### src/rtl/imem_loader.sv
// imem_loader: receives a byte stream, packs little-endian byte pairs into
// 16-bit words and writes them to consecutive instruction memory addresses
// while the CPU is held off through busy.
module imem_loader #(
  parameter int DEPTH  = 64,
  parameter int ADDR_W = 6
) (
  input  logic              clk,
  input  logic              rst_n,
  input  logic              start,
  input  logic [ADDR_W:0]   word_count,
  input  logic              abort,
  input  logic              byte_valid,
  input  logic [7:0]        byte_data,
  output logic              byte_ready,
  output logic              wr_en,
  output logic [ADDR_W-1:0] wr_addr,
  output logic [15:0]       wr_data,
  output logic              busy,
  output logic              done,
  output logic              err
);

  typedef enum logic [1:0] {
    S_IDLE  = 2'd0,
    S_LO    = 2'd1,
    S_HI    = 2'd2,
    S_WRITE = 2'd3
  } state_t;

  localparam logic [ADDR_W:0] L_DEPTH = (ADDR_W + 1)'(DEPTH);
  localparam logic [ADDR_W:0] L_ONE   = (ADDR_W + 1)'(1);

  state_t              r_state;
  state_t              w_next_state;
  logic [ADDR_W-1:0]   r_addr;
  logic [ADDR_W:0]     r_count;
  logic [7:0]          r_lo;
  logic [ADDR_W-1:0]   r_wr_addr;
  logic [15:0]         r_wr_data;
  logic                r_done;
  logic                r_err;

  logic                w_start_legal;
  logic                w_start_ok;
  logic                w_start_bad;
  logic                w_last;
  logic                w_xfer;

  // abort has priority over start in IDLE, so both qualified starts exclude it
  assign w_start_legal = (word_count != '0) && (word_count <= L_DEPTH);
  assign w_start_ok    = start && !abort && w_start_legal;
  assign w_start_bad   = start && !abort && !w_start_legal;
  // Counter is compared one bit wider so a count of DEPTH ends at DEPTH-1
  // instead of wrapping.
  assign w_last        = ({1'b0, r_addr} == (r_count - L_ONE));
  assign w_xfer        = byte_ready && byte_valid;

  assign busy    = (r_state != S_IDLE);
  assign done    = r_done;
  assign err     = r_err;
  assign wr_addr = r_wr_addr;
  assign wr_data = r_wr_data;

  // State register
  // NOTE: sequential state uses non-blocking assignments so every flop samples
  // pre-edge values regardless of block evaluation order.
  always_ff @(posedge clk or negedge rst_n) begin
    if (!rst_n) r_state <= S_IDLE;
    else        r_state <= w_next_state;
  end

  // Next-state decode plus byte_ready / wr_en, which depend only on state and abort
  // NOTE: every output of this block gets a default first so no path leaves
  // a value unassigned and infers a latch.
  always_comb begin
    w_next_state = r_state;
    byte_ready   = 1'b0;
    wr_en        = 1'b0;
    case (r_state)
      S_IDLE: begin
        if (w_start_ok) w_next_state = S_LO;
      end
      S_LO: begin
        byte_ready = !abort;
        if (abort)           w_next_state = S_IDLE;
        else if (byte_valid) w_next_state = S_HI;
      end
      S_HI: begin
        byte_ready = !abort;
        if (abort)           w_next_state = S_IDLE;
        else if (byte_valid) w_next_state = S_WRITE;
      end
      S_WRITE: begin
        wr_en = 1'b1;
        if (abort || w_last) w_next_state = S_IDLE;
        else                 w_next_state = S_LO;
      end
      default: w_next_state = S_IDLE;
    endcase
  end

  // Session datapath: count/address, byte packing, write port and status flags
  always_ff @(posedge clk or negedge rst_n) begin
    if (!rst_n) begin
      r_addr    <= '0;
      r_count   <= '0;
      r_lo      <= '0;
      r_wr_addr <= '0;
      r_wr_data <= '0;
      r_done    <= 1'b0;
      r_err     <= 1'b0;
    end else begin
      case (r_state)
        S_IDLE: begin
          if (w_start_ok) begin
            r_count <= word_count;
            r_addr  <= '0;
            r_done  <= 1'b0;
            r_err   <= 1'b0;
          end else if (w_start_bad) begin
            r_err  <= 1'b1;
            r_done <= 1'b0;
          end
        end
        S_LO: begin
          if (w_xfer) r_lo <= byte_data;
        end
        S_HI: begin
          // Write port is loaded here so it is valid during WRITE and holds after
          if (w_xfer) begin
            r_wr_data <= {byte_data, r_lo};
            r_wr_addr <= r_addr;
          end
        end
        S_WRITE: begin
          if (!abort) begin
            if (w_last) r_done <= 1'b1;
            else        r_addr <= r_addr + 1'b1;
          end
        end
        default: ;
      endcase
    end
  end

endmodule

### config.mk
export PLATFORM = sky130hd
export DESIGN_NAME = imem_loader
export DESIGN_NICKNAME = d
export VERILOG_FILES = /design/src/rtl/imem_loader.sv
export SDC_FILE = /design/constraint.sdc
export NUM_CORES = 1
export LEC_CHECK = 0
export BUFFER_PORTS_ARGS = -buffer_cell sky130_fd_sc_hd__buf_2
export CAP_MARGIN = 20
export CORE_MARGIN = 1
export CORE_UTILIZATION = 25
export DETAILED_ROUTE_END_ITERATION = 7
export GPL_TIMING_DRIVEN = 0
export PLACE_DENSITY = 0.55
export SYNTH_ARGS = -nofsm -noshare
export SYNTH_HDL_FRONTEND = slang
export SYNTH_SLANG_ARGS = --single-unit
### constraint.sdc
create_clock -name clk -period 2.7 [get_ports clk]
set_input_delay 0 -clock clk [delete_from_list [all_inputs] [get_ports clk]]
set_output_delay 0 -clock clk [all_outputs]
set_load 0.05 [all_outputs]
==> results summary <==
The largest net degree at the start of global routing came out at 48. The sequential area share after synthesis is slightly above 50%. For this block, the initial DRC count from the detailed router was 52. The total of buffers placed on input and output ports came out at between 40 and 50. By count the netlist is led by sky130_fd_sc_hd__dfrtp_1, sky130_fd_sc_hd__mux2_2, sky130_fd_sc_hd__inv_1, sky130_fd_sc_hd__nand2_1, sky130_fd_sc_hd__o21ai_0. Once placement finished, the instance area stood at 2640 sq um. The final instance area came out at roughly 2900 sq um. The number of non-filler instances in the completed layout is 370. Setup repair after global routing left no endpoint under its margin. The post-detailed-route via-to-cell ratio is roughly 4.7. The number of antenna violations at the first check in global routing is 0.

The total congestion overflow after global routing is 0. In the final layout, the share of cells above drive strength 1 is 38.2%. The peak per-stage delay on the critical path is between 0.5 and 0.6 ns.

Detailed placement ended at an HPWL of 3.55 mm. The via count of the first global-routing pass came out at roughly 1900. Once detail routing completed, the nets flagged for antenna violations numbered 0. The arrival time reported for the critical path endpoint came out at around 2.7 ns. The overall global routing resource usage came out at between 10% and 20%. The post-synthesis cell area is 2280 sq um.

The upper clock frequency limit came out at 395 MHz. The sum of routed wire length over all layers is just under 5 mm. The run finished with clean final reports. The tree is rooted in a sky130_fd_sc_hd__clkbuf_8. The core box area came out at around 9000 sq um. Clock tree synthesis inserted a total of 5 buffers. The number of flops mapped to enable cells by yosys came out at 0. Headroom to the max-slew limit came out at between 30 and 40%.

The type of destination of the critical path is a flop. The final number of setup-violating endpoints is 0. The share of synthesized flip-flops with an asynchronous set or reset came out at between 90% and 100%. Sorting the synthesized cells by area gives the leading types as sky130_fd_sc_hd__dfrtp_1, sky130_fd_sc_hd__mux2_2, sky130_fd_sc_hd__ha_1. sky130_fd_sc_hd__dfrtp_1 takes more of the synthesized area than any other cell.

Of all nets on the critical path, the largest fanout is 10. Max-cap violations in this run came to 0. sky130_fd_sc_hd__dfrtp_1 is the most common cell in the netlist. The number of cells in the design after placement came out at ~350. The post-synthesis average cell area is approximately 12 sq um. The static leakage came out at 0.00139 uW.

The TritonCTS clock tree is done. The tree built by TritonCTS fans out to 47 sinks. CTS built an H-tree with a depth of 2. The final period utilization came out at a little over nine tenths. The worst voltage drop across the vdd grid came out at slightly above 0.0005 V.

The synthesized net count came out at 217. The synthesized design contains 47 register bits. During synthesis, Yosys emitted a total of 0 warnings. Traced cell by cell, the critical path runs through dlygate4sd3_1, buf_2, or4_4, o31a_1, o32ai_2, nand2_2, nor4_1, mux2_2.

The post-route clock skew came out at between 0.009 and 0.01 ns. The number of max-slew violations in the final report was 0. The die covers about 9500 sq um. The remaining routing DRC violations came out at 0. Measured along the x axis, the die boundary spans 97.4 um.

In the synthesized netlist the dominant register cell turns out to be sky130_fd_sc_hd__dfrtp_1. Dividing total power by cell area gives a power density of between 1000 and 1500 nW/um^2. 47 I/O pins were placed. The wire length per cell is between 10 and 15 um. In the final design database the tool counted between 200 and 300 nets.

The effective utilization at floorplan is between 20% and 30%. The area share of the largest cell type after synthesis came out at approximately half. The critical path is of the input port to flop type. The transition at the pin with the smallest max-transition slack came out at 0.929 ns.

The first-pass GRT wire length came out at between 8 and 9 mm. The clock latency of the later-clocked register in the worst-skew pair came out at approximately 0.3 ns. The final route contains 1739 vias. The minimum clock period came out at roughly 2.5 ns. The min-delay analysis places its worst path in the category input port to flop. The clock transition time at the flip-flop clock pins of the worst setup and hold paths came out at around 0.090 ns. After routing, the total negative slack on setup checks comes to 0 ns. The final count of hold timing violations is 0. The number of rows created at floorplan is 34.

The number of instances in the synthesized netlist came out at 191. The worst-case clock buffer depth is 2. The die height is 97.4 um. The worst setup path is launched from an input port.

The number of distinct library cells after synthesis came out at 39. The layout-stage area growth over the synthesis result came out at 29.3%. The total power consumption of the routed design is 3120 uW.

The antenna diode count is 0. For the worst setup path, the data required time is between 2 and 3 ns. The slowest stage of the critical path belongs to the cell sky130_fd_sc_hd__dlygate4sd3_1. The first-pass iteration count of the detailed router is 4. The final weighted congestion in routability-driven placement came out at about 0.79.
==> registers in the layout, summed over array words and instances (netlist names) <==
signal	count
err	1
r_count	7
r_lo	8
done	1
r_addr	6
wr_data	16
wr_addr	6
r_state	2
==> critical path, delay by kind of cell <==
family / cells / cell delay, ns
buffers and inverters: 2 / 0.67
AO/OA/AOI/OAI: 2 / 0.62
multiplexers: 1 / 0.37
AND/OR/NAND/NOR: 3 / 1.06
==> final timing paths <==
kind                          startpoint          to  slack, ns  cells after the start
max                        word_count[1]   r_addr[5]       0.17                      8
min                                start        done       0.07                      3
max reg2reg                   r_count[1]   r_addr[2]       0.17                      9
min reg2reg                      r_lo[4]  wr_data[4]       0.51                      1
max in group asynchronous          rst_n  r_count[0]       2.12                      3
min in group asynchronous          rst_n     r_lo[3]       0.08                      2
==> layout make-up <==
| type | count | area (sq um) |
|---|---|---|
| well taps | 108 | 135 |
| multi-input cells | 131 | 1050 |
| inverters | 10 | 37.5 |
| clock buffers | 5 | 68.8 |
| clock inverters | 3 | 47.5 |
| repair buffers | 64 | 418 |
| plain buffers | 2 | 7.51 |
| flip-flops and latches | 47 | 1180 |
| fillers | 897 | 5820 |
==> cells by family (layout without fill, tap and decap cells) <==
| kind of cell | Yosys count | in the layout | synth area share [%] |
|---|---|---|---|
| compound gates | 34 | 34 | 10.8 |
| xor+xnor | 6 | 6 | 2.31 |
| fa+ha+maj | 6 | 6 | 3.30 |
| buf+inv | 13 | 84 | 2.14 |
| flops | 47 | 47 | 51.6 |
| mux | 36 | 36 | 17.8 |
| simple gates | 49 | 49 | 12.0 |
==> metrics by stage <==
stage          worst slack [ns]  hold slack, ns  util [%]
2_1_floorplan             0.124          -0.296         -
6_report                  0.167          0.0674      33.6
4_1_cts                   0.121          0.0602      33.4
5_1_grt                 0.00110          0.0865      33.6
3_5_place_dp             -0.216           0.240      30.2
3_3_place_gp             -0.153           0.233      30.2
==> metal layers <==
| metal | GRT usage, % | routed length [um] | vias to the layer above |
|---|---|---|---|
| met4 | 2.83 | 57 | 0 |
| met5 | 0 | 0 | - |
| li1 | - | - | 837 |
| met3 | 3.24 | 271 | 9 |
| met2 | 18.9 | 2440 | 46 |
| met1 | 13.8 | 2210 | 847 |
==> power by group <==
group          leakage, uW  switching, uW  internal (uW)  total (uW)
Clock            0.0000587            255            281         536
Combinational     0.000724            907            512        1420
Sequential        0.000608            203            959        1160
Total              0.00139           1370           1750        3120
==> cells in the final DEF (no fill, tap or decap), types with 5 or more instances in the layout <==
master | synthesis | routed
sky130_fd_sc_hd__dfrtp_1 | 47 | 46
sky130_fd_sc_hd__buf_2 | 0 | 46
sky130_fd_sc_hd__mux2_2 | 36 | 36
sky130_fd_sc_hd__dlygate4sd3_1 | 0 | 16
sky130_fd_sc_hd__inv_1 | 10 | 10
sky130_fd_sc_hd__nand2_1 | 10 | 10
sky130_fd_sc_hd__o21ai_0 | 9 | 9
sky130_fd_sc_hd__nor2_1 | 7 | 7
sky130_fd_sc_hd__a21oi_1 | 7 | 7
sky130_fd_sc_hd__nor2b_1 | 6 | 6
sky130_fd_sc_hd__ha_1 | 6 | 6
sky130_fd_sc_hd__nor3_1 | 5 | 5
sky130_fd_sc_hd__clkbuf_8 | 0 | 5
==> what timing repair did <==
action,4_1_cts,5_1_grt
hold buffers,16,0
cloned,0,0
endpoints found under the hold margin,70,0
buffers inserted,1,0
pin swaps,1,0
resized for setup,0,1
endpoints found under the setup margin,6,6
Note: power is estimated with default switching activity, not from simulation.
